$ cat src/rtl/cpu_pkg.sv
// Shared definitions for tiny_cpu_core: opcodes, FSM state encoding
// and instruction field offsets. Instruction layout MSB first: op|rd|rs|imm.
package cpu_pkg;

  typedef enum logic [2:0] {
    S_IDLE  = 3'd0,
    S_FETCH = 3'd1,
    S_WAIT  = 3'd2,
    S_EXEC  = 3'd3,
    S_HALT  = 3'd4
  } state_e;

  localparam logic [3:0] OP_NOP  = 4'h0;
  localparam logic [3:0] OP_LDI  = 4'h1;
  localparam logic [3:0] OP_MOV  = 4'h2;
  localparam logic [3:0] OP_ADD  = 4'h3;
  localparam logic [3:0] OP_SUB  = 4'h4;
  localparam logic [3:0] OP_AND  = 4'h5;
  localparam logic [3:0] OP_OR   = 4'h6;
  localparam logic [3:0] OP_XOR  = 4'h7;
  localparam logic [3:0] OP_NOT  = 4'h8;
  localparam logic [3:0] OP_SHL  = 4'h9;
  localparam logic [3:0] OP_SHR  = 4'hA;
  localparam logic [3:0] OP_JMP  = 4'hB;
  localparam logic [3:0] OP_JZ   = 4'hC;
  localparam logic [3:0] OP_JC   = 4'hD;
  localparam logic [3:0] OP_OUT  = 4'hE;
  localparam logic [3:0] OP_HALT = 4'hF;

  function automatic int op_lsb(input int rsel_w, input int data_w);
    return 2 * rsel_w + data_w;
  endfunction

  function automatic int rd_lsb(input int rsel_w, input int data_w);
    return rsel_w + data_w;
  endfunction

  function automatic int rs_lsb(input int data_w);
    return data_w;
  endfunction

endpackage

$ cat src/rtl/cpu_alu.sv
// Combinational ALU for tiny_cpu_core.
// Ports: op_i, a_i (rd), b_i (rs) -> res_o, c_o, z_o, n_o, flags_we_o.
module cpu_alu
  import cpu_pkg::*;
#(
  parameter int DATA_W = 8
) (
  input  logic [3:0]        op_i,
  input  logic [DATA_W-1:0] a_i,
  input  logic [DATA_W-1:0] b_i,
  output logic [DATA_W-1:0] res_o,
  output logic              c_o,
  output logic              z_o,
  output logic              n_o,
  output logic              flags_we_o
);

  logic [DATA_W:0] sum;

  always_comb begin
    sum        = '0;
    res_o      = '0;
    c_o        = 1'b0;
    flags_we_o = 1'b0;
    unique case (op_i)
      OP_MOV: begin
        res_o      = b_i;
        flags_we_o = 1'b1;
      end
      OP_ADD: begin
        sum        = {1'b0, a_i} + {1'b0, b_i};
        res_o      = sum[DATA_W-1:0];
        c_o        = sum[DATA_W];
        flags_we_o = 1'b1;
      end
      OP_SUB: begin
        // top bit of the widened difference is the borrow
        sum        = {1'b0, a_i} - {1'b0, b_i};
        res_o      = sum[DATA_W-1:0];
        c_o        = sum[DATA_W];
        flags_we_o = 1'b1;
      end
      OP_AND: begin
        res_o      = a_i & b_i;
        flags_we_o = 1'b1;
      end
      OP_OR: begin
        res_o      = a_i | b_i;
        flags_we_o = 1'b1;
      end
      OP_XOR: begin
        res_o      = a_i ^ b_i;
        flags_we_o = 1'b1;
      end
      OP_NOT: begin
        res_o      = ~b_i;
        flags_we_o = 1'b1;
      end
      OP_SHL: begin
        res_o      = {b_i[DATA_W-2:0], 1'b0};
        c_o        = b_i[DATA_W-1];
        flags_we_o = 1'b1;
      end
      OP_SHR: begin
        res_o      = {1'b0, b_i[DATA_W-1:1]};
        c_o        = b_i[0];
        flags_we_o = 1'b1;
      end
      default: ;
    endcase
  end

  assign z_o = (res_o == '0);
  assign n_o = res_o[DATA_W-1];

endmodule

$ cat src/rtl/tiny_cpu_core.sv
// Multi-cycle accumulator/register CPU: FETCH/WAIT/EXEC over a sync ROM.
// Ports: clk, rst, run, step, prog_addr/prog_data (ROM), out_val/out_valid,
// pc, flags {N,C,Z}, state_o, halted.
module tiny_cpu_core
  import cpu_pkg::*;
#(
  parameter  int DATA_W  = 8,
  parameter  int ADDR_W  = 4,
  parameter  int NREGS   = 4,
  localparam int RSEL_W  = $clog2(NREGS),
  localparam int INSTR_W = 4 + 2 * RSEL_W + DATA_W
) (
  input  logic               clk,
  input  logic               rst,
  input  logic               run,
  input  logic               step,
  output logic [ADDR_W-1:0]  prog_addr,
  input  logic [INSTR_W-1:0] prog_data,
  output logic [DATA_W-1:0]  out_val,
  output logic               out_valid,
  output logic [ADDR_W-1:0]  pc,
  output logic [2:0]         flags,
  output logic [2:0]         state_o,
  output logic               halted
);

  localparam int OP_L = op_lsb(RSEL_W, DATA_W);
  localparam int RD_L = rd_lsb(RSEL_W, DATA_W);
  localparam int RS_L = rs_lsb(DATA_W);
  localparam logic [ADDR_W-1:0] PC_ONE = {{(ADDR_W-1){1'b0}}, 1'b1};

  state_e              state_q, state_d;
  logic [ADDR_W-1:0]   pc_q, pc_d;
  logic [ADDR_W-1:0]   prog_addr_q;
  logic [INSTR_W-1:0]  ir_q;
  logic [DATA_W-1:0]   regs_q [NREGS];
  logic [2:0]          flags_q;
  logic [DATA_W-1:0]   out_val_q;
  logic                out_valid_q;

  logic [3:0]          op;
  logic [RSEL_W-1:0]   rd, rs;
  logic [DATA_W-1:0]   imm, rd_val, rs_val;
  logic [DATA_W-1:0]   alu_res, wdata;
  logic                alu_c, alu_z, alu_n, alu_fwe;
  logic                rf_we, jump, out_en, halt_op, exec;

  assign op     = ir_q[OP_L +: 4];
  assign rd     = ir_q[RD_L +: RSEL_W];
  assign rs     = ir_q[RS_L +: RSEL_W];
  assign imm    = ir_q[DATA_W-1:0];
  assign rd_val = regs_q[rd];
  assign rs_val = regs_q[rs];
  assign exec   = (state_q == S_EXEC);

  cpu_alu #(.DATA_W(DATA_W)) u_alu (
    .op_i      (op),
    .a_i       (rd_val),
    .b_i       (rs_val),
    .res_o     (alu_res),
    .c_o       (alu_c),
    .z_o       (alu_z),
    .n_o       (alu_n),
    .flags_we_o(alu_fwe)
  );

  always_comb begin
    rf_we   = 1'b0;
    wdata   = alu_res;
    jump    = 1'b0;
    out_en  = 1'b0;
    halt_op = 1'b0;
    unique case (op)
      OP_LDI: begin
        rf_we = 1'b1;
        wdata = imm;
      end
      OP_MOV, OP_ADD, OP_SUB, OP_AND, OP_OR,
      OP_XOR, OP_NOT, OP_SHL, OP_SHR: rf_we = 1'b1;
      OP_JMP:  jump    = 1'b1;
      OP_JZ:   jump    = flags_q[0];
      OP_JC:   jump    = flags_q[1];
      OP_OUT:  out_en  = 1'b1;
      OP_HALT: halt_op = 1'b1;
      default: ;
    endcase
  end

  always_comb begin
    state_d = state_q;
    pc_d    = pc_q;
    unique case (state_q)
      S_IDLE:  if (run || step) state_d = S_FETCH;
      S_FETCH: state_d = S_WAIT;
      S_WAIT:  state_d = S_EXEC;
      S_EXEC: begin
        pc_d = jump ? imm[ADDR_W-1:0] : pc_q + PC_ONE;
        if (halt_op)  state_d = S_HALT;
        else if (run) state_d = S_FETCH;
        else          state_d = S_IDLE;
      end
      S_HALT:  state_d = S_HALT;
      default: state_d = S_IDLE;
    endcase
  end

  always_ff @(posedge clk or posedge rst) begin
    if (rst) begin
      state_q     <= S_IDLE;
      pc_q        <= '0;
      prog_addr_q <= '0;
      ir_q        <= '0;
      flags_q     <= '0;
      out_val_q   <= '0;
      out_valid_q <= 1'b0;
      for (int i = 0; i < NREGS; i++) regs_q[i] <= '0;
    end else begin
      state_q     <= state_d;
      pc_q        <= pc_d;
      out_valid_q <= exec && out_en;
      if (state_q == S_FETCH) prog_addr_q <= pc_q;
      if (state_q == S_WAIT)  ir_q <= prog_data;
      if (exec && rf_we)      regs_q[rd] <= wdata;
      if (exec && alu_fwe)    flags_q <= {alu_n, alu_c, alu_z};
      if (exec && out_en)     out_val_q <= rs_val;
    end
  end

  assign prog_addr = prog_addr_q;
  assign pc        = pc_q;
  assign flags     = flags_q;
  assign out_val   = out_val_q;
  assign out_valid = out_valid_q;
  assign state_o   = state_q;
  assign halted    = (state_q == S_HALT);

endmodule

$ cat config.mk
export PLATFORM = sky130hd
export DESIGN_NAME = tiny_cpu_core
export DESIGN_NICKNAME = d
export VERILOG_FILES = /design/src/rtl/cpu_pkg.sv /design/src/rtl/cpu_alu.sv /design/src/rtl/tiny_cpu_core.sv
export SDC_FILE = /design/constraint.sdc
export NUM_CORES = 1
export LEC_CHECK = 0
export ABC_AREA = 1
export BUFFER_PORTS_ARGS = -buffer_cell sky130_fd_sc_hd__buf_2
export CAP_MARGIN = 20
export CORE_MARGIN = 2
export CORE_UTILIZATION = 25
export DETAILED_ROUTE_END_ITERATION = 16
export GPL_ROUTABILITY_DRIVEN = 0
export MAX_ROUTING_LAYER = met4
export PLACE_DENSITY_LB_ADDON = 0.12
export SKIP_CTS_REPAIR_TIMING = 1
export SYNTH_ARGS = -nofsm -noshare
export SYNTH_HDL_FRONTEND = slang
export SYNTH_HIERARCHICAL = 1
export SYNTH_SLANG_ARGS = --single-unit
$ cat constraint.sdc
create_clock -name clk -period 5.3 [get_ports clk]
set_clock_uncertainty 0.05 [all_clocks]
set_input_delay 0.53 -clock clk [delete_from_list [all_inputs] [get_ports clk]]
set_output_delay 0.53 -clock clk [all_outputs]
set_load 0.02 [all_outputs]
### Yosys cells after proc, flatten, opt, wreduce, memory -nomap -nowiden

Index checks and enable logic that the tools add are counted.

* input bits: 20
* register bits after elaboration: 71
* output and inout port bits: 24
* word-level logic and storage cells: 74

* reductions and logical operators: 9
* multiplexer cells: 22
* order comparisons: 3
* eq/ne operators: 20
* bitwise logic cells: 6
* add/sub/neg operators: 3

Operators with widths (number)
* $pmux 8 s9: 1
* $mux 8: 6
* $bmux 8 s2: 2
* $bwmux 32: 1
* $eq 4x4->1 const B: 8
* $demux 8 s2: 1
* $eq 4x3->1 const B: 4
* $pmux 3 s5: 1
* $reduce_or 10->1: 1
* $add 8x8->9: 1
* $reduce_or 9->1: 1
* $sub 8x8->9: 1
* $and 8x8->8: 1
* $eq 4x2->1 const B: 2
* $logic_not 8->1: 1
* $not 8->8: 1
* $or 8x8->8: 1
* $xor 8x8->8: 1
* $eq 3x2->1 const B: 2
* $ge 3x3->1 const B: 2
* $mux 3: 2
* $not 2->3: 2
* $mux 1: 5
* $add 4x1->4 const B: 1
* 11 further kinds: 14

### Longest topological paths before layout

* depth in word-level cells: 8
* depth in mapped cells: 25

### Modules after synthesis

Netlist, hierarchy kept.

By module, submodules not included
* tiny_cpu_core: seq. area each 1776.7 sq um, area an instance 3621.0 sq um, cells an instance 415, times used 1
* cpu_alu: seq. area each 0.0 sq um, area an instance 1605.3 sq um, cells an instance 306, times used 1

### Least setup slack after synthesis

OpenSTA, ideal clock, no wires.

* path type: register to register
* from: reg ir_q[8]
* to: reg regs_q[30] (netlist bit)
* cell stages (with the launch flop): 22
* data arrival time: 2776 ps
* path buffers: 1
* setup slack: 2357 ps
* data required time: 5133 ps
* cell sequence: dfrtp_1 inv_1 clkbuf_1 nor2_1 o21ai_0 ha_1 inv_1 fa_1 inv_1 nand2_1 nand2_1 nand3b_1 nand2_1 nand2_1 nand3_1 nand2_1 nor2_1 inv_1 nand2_2 o21ai_2 nand3_1 nand2_1

* longest elaborated chain between the ends: 8
* elaborated cells on any way between the ends: 13
* classes of those cells: add/sub (2); mux (6); bitwise (5)

Ends and longest elaborated chain
* start: declaration: line tiny_cpu_core.sv:35 `logic [INSTR_W-1:0] ir_q;`
* start signal: assignment: line tiny_cpu_core.sv:122 `if (state_q == S_WAIT) ir_q <= prog_data;`
* $not 2->3 (implied by the code) (*): line tiny_cpu_core.sv:53 `assign rs_val = regs_q[rs];`
* $bmux 8 s2 (*): line tiny_cpu_core.sv:53
* $mux 8 (implied by the code) (*) (2 in a row): line tiny_cpu_core.sv:53
* net rs_val[0]: line tiny_cpu_core.sv:43 `logic [DATA_W-1:0] imm, rd_val, rs_val;`
* $sub 8x8->9 or $add 8x8->9 (tied branches): line cpu_alu.sv:38, cpu_alu.sv:31
* $pmux 8 s9 (*): line cpu_alu.sv:25 `unique case (op_i)`
* net alu_res[6]: line tiny_cpu_core.sv:44 `logic [DATA_W-1:0] alu_res, wdata;`
* $mux 8 (*): line tiny_cpu_core.sv:73 `unique case (op)`
* $bwmux 32 (*): line tiny_cpu_core.sv:123 `if (exec && rf_we) regs_q[rd] <= wdata;`
* end signal: indexed assignment: line tiny_cpu_core.sv:123
* end: declaration: line tiny_cpu_core.sv:36 `logic [DATA_W-1:0] regs_q [NREGS];`

Mark *: on every way through the listed nets, which the timed path passes. The rest lies on a longest branch. The select of a mux whose other input is x is not followed.
A chain may end at the register's enable or synchronous reset.

### Worst setup path in the final report

* from: reg ir_q[8]
* to: reg regs_q[14] (netlist bit)

The elaborated chain is that of the path after synthesis.

==> metrics.md <==
| Metric | Value |
|---|---|
| Most frequent cell after synthesis | `nand2_1` |
| Final hold vios | `0` |
| Area growth syn-to-layout | `12.4%` |
| Die Height | `approximately 150 µm` |
| Worst min path class | `in -> reg` |
| Crit path setup slack, layout | `slightly above 1000 ps` |
| Final setup violation count | `0` |
| Yosys reg bits | `between 70 and 80` |
| Mean routed wirelength per cell | `about 16 µm` |
| Status | `finished clean` |
| Post-synth EDFFs | `0` |
| Initial core utilization | `approximately 26%` |
| Slew headroom | `between 30% and 40%` |
| Overflow after GRT | `0` |
| Ys Warns | `6` |
| CORE AREA | `between 20000 and 25000 µm²` |
| Layout cell share with drive strength beyond 1 | `between 10% and 20%` |
| Via Count | `4858` |
| NumNets Final | `between 800 and 900` |
| Syn nets | `768` |
| Final period utilization | `80.8%` |
| Yosys top cell area share | `between 30% and 40%` |
| Synth Flop Type | `dfrtp_1` |
| DP HPWL | `approximately 13000 µm` |
| Worst setup path class | `reg -> reg` |
| Fillers | `~2200` |
| Worst Path Arrival | `between 4000 and 5000 ps` |
| RSZ-0062 raised after global routing | `false` |
| Synth Cell Area | `~5200 µm²` |
| Max-cap viol count | `0` |
| Vias in the first global route | `4794` |
| Crit path time final | `roughly 4300 ps` |
| Reg2reg setup slack | `1020 ps` |
| Peak Freq | `between 200 and 250 MHz` |
| Post-DR vias/cell | `4.72` |
| Clock Tree Buf Depth | `2` |
| PortBufs | `43` |
| Crit Path Max Fanout | `21` |
| Pre-CTS worst setup slack | `1010 ps` |
| Clock-pin slew on the worst setup and hold paths | `around 60 ps` |
| Startpoint Class | `flop` |
| 1st-iter DRT viols | `between 500 and 600` |
| Clock sink count | `between 70 and 80` |
| FF/Latch Area | `about 1800 µm²` |
| Crit. End Element | `flop` |
| Initial antenna violation count | `0` |
| CP required | `5460 ps` |
| Drt pass-1 iters | `5` |
| Number of diodes | `0` |
| Fraction of registers with async set/reset | `100%` |
| Largest net degree at the start of global routing | `between 70 and 80` |
| Mean Syn Cell Area | `around 7.2 µm²` |
| Final WL | `16700 µm` |
| Root buf cell | `clkbuf_16` |
| IO Count | `between 40 and 50` |
| Synth top cells by count | `nand2_1 (203), nand3_1 (96), inv_1 (75)` |
| TNS Setup | `0 ps` |
| Worst-Margin Slew | `~950 ps` |
| Die W | `149 µm` |
| CTS Buf Count | `9` |
| Area contributors post-synth | `dfrtp_1 (34%), nand2_1 (15%), nand3_1 (9.2%)` |
| H-tree levels | `3` |
| Gr usage total | `between 10% and 20%` |
| First-pass GRT wire length | `27000 µm` |
| CTS tree | `yes` |
| Drc violations | `0` |
| Number of distinct library cells after synthesis | `between 40 and 50` |
| Row cnt | `between 50 and 60` |
| Clk_lat worst skew | `roughly 330 ps` |
| Remaining antenna violation count | `0` |
| Die area | `22100 µm²` |
| Cells after Synth | `slightly above 700` |
| Multi-input logic area | `between 2000 and 3000 µm²` |
| Post-synthesis sequential area ratio | `roughly 34%` |
| Fin. max-slew vios | `0` |
| Biggest area consumer among synthesized cells | `dfrtp_1` |
-- worst max-delay path: stages (launching register included) --
cell      delay, ps
dfrtp_1         590
inv_1           400
nor2_1           70
o21ai_0         730
ha_1            370
inv_1           100
fa_1            460
inv_1           110
nand2_1          70
nand2_1          90
nand3b_1        130
nand2_1          90
nand2_1          70
nand3_1          80
nand2_1          50
nor2_1          230
inv_1           110
nand2_2          80
o21ai_2         100
nand3_1         100
nand2_1          70
-- metrics by stage --
step | hold WS, ps | area [µm²] | utilization [%] | std cells
floorplan | 399 | 5230 | - | 721
global placement | 414 | 5600 | 27.5 | 1015
detailed placement | 414 | 5600 | 27.5 | 1015
CTS | 365 | 5880 | 28.9 | 1029
global route | 374 | 5880 | 28.9 | 1029
finish | 378 | 5880 | 28.9 | 1029
-- flip-flops by register name (all words and copies together), names as in the netlist --
signal	flops
flags	3
out_val	8
pc	4
regs_q	32
prog_addr	4
ir_q	16
out_valid	1
state_o	3
-- worst paths after layout --
kind,startpoint,to,depth (start not counted)
max,ir_q[8],regs_q[14],20
min in group asynchronous,rst,prog_addr[2],3
max reg2reg,ir_q[8],regs_q[14],20
min reg2reg,flags[2],flags[2],2
min,prog_data[14],ir_q[14],2
max in group asynchronous,rst,regs_q[14],3
-- cells by family (layout without fill, tap and decap cells) --
logic type	after synthesis	after routing	synth area share, %
muxes	10	10	2.15
buffers and inverters	106	144	10.1
xor gates and xnor gates	3	3	0.503
AOI/OAI and AO/OA	92	92	10.8
adders and majority gates	27	27	6.75
and+or+nand+nor	412	412	35.7
DFF	71	71	34.0
-- layout make-up --
class / instances / share of cell area [%]
clock buffers: 11 / 4.30
well taps: 270 / 5.75
flip-flops and latches: 71 / 30.2
multi-input cells: 544 / 49.7
clock inverters: 3 / 0.341
repair buffers: 48 / 4.30
inverters: 82 / 5.32
-- layer usage --
layer	vias up	GRT usage [%]	part of all wire, %
li1	2401	-	-
met1	2311	22.0	46
met2	126	24.8	47
met3	20	2.36	4.4
met4	0	5.19	2.0
met5	-	-	0
-- cell usage in the layout (no fill, tap or decap), types with 2 or more instances in the layout --
| master | count |
|---|---|
| o211ai_1 | 7 |
| o22ai_1 | 2 |
| o21ai_0 | 23 |
| nand2_2 | 9 |
| o21ai_2 | 8 |
| nor2_2 | 9 |
| inv_1 | 74 |
| nand3b_1 | 4 |
| clkbuf_8 | 2 |
| a21oi_1 | 19 |
| nand2_4 | 7 |
| nor2_1 | 69 |
| inv_2 | 6 |
| buf_4 | 5 |
| dfrtp_1 | 71 |
| o21a_1 | 5 |
| nand2_1 | 203 |
| mux2_2 | 10 |
| buf_2 | 43 |
| clkinvlp_4 | 2 |
| nand3_1 | 96 |
| a22oi_1 | 14 |
| xor2_1 | 2 |
| nand4_1 | 7 |
| ha_1 | 25 |
| clkbuf_16 | 9 |
| o21ai_1 | 11 |
| fa_1 | 2 |
| or2_1 | 2 |
Power is left out: the tool's default activity adds up to more than one toggle a clock period on the data nets, which glitch-free logic cannot reach.
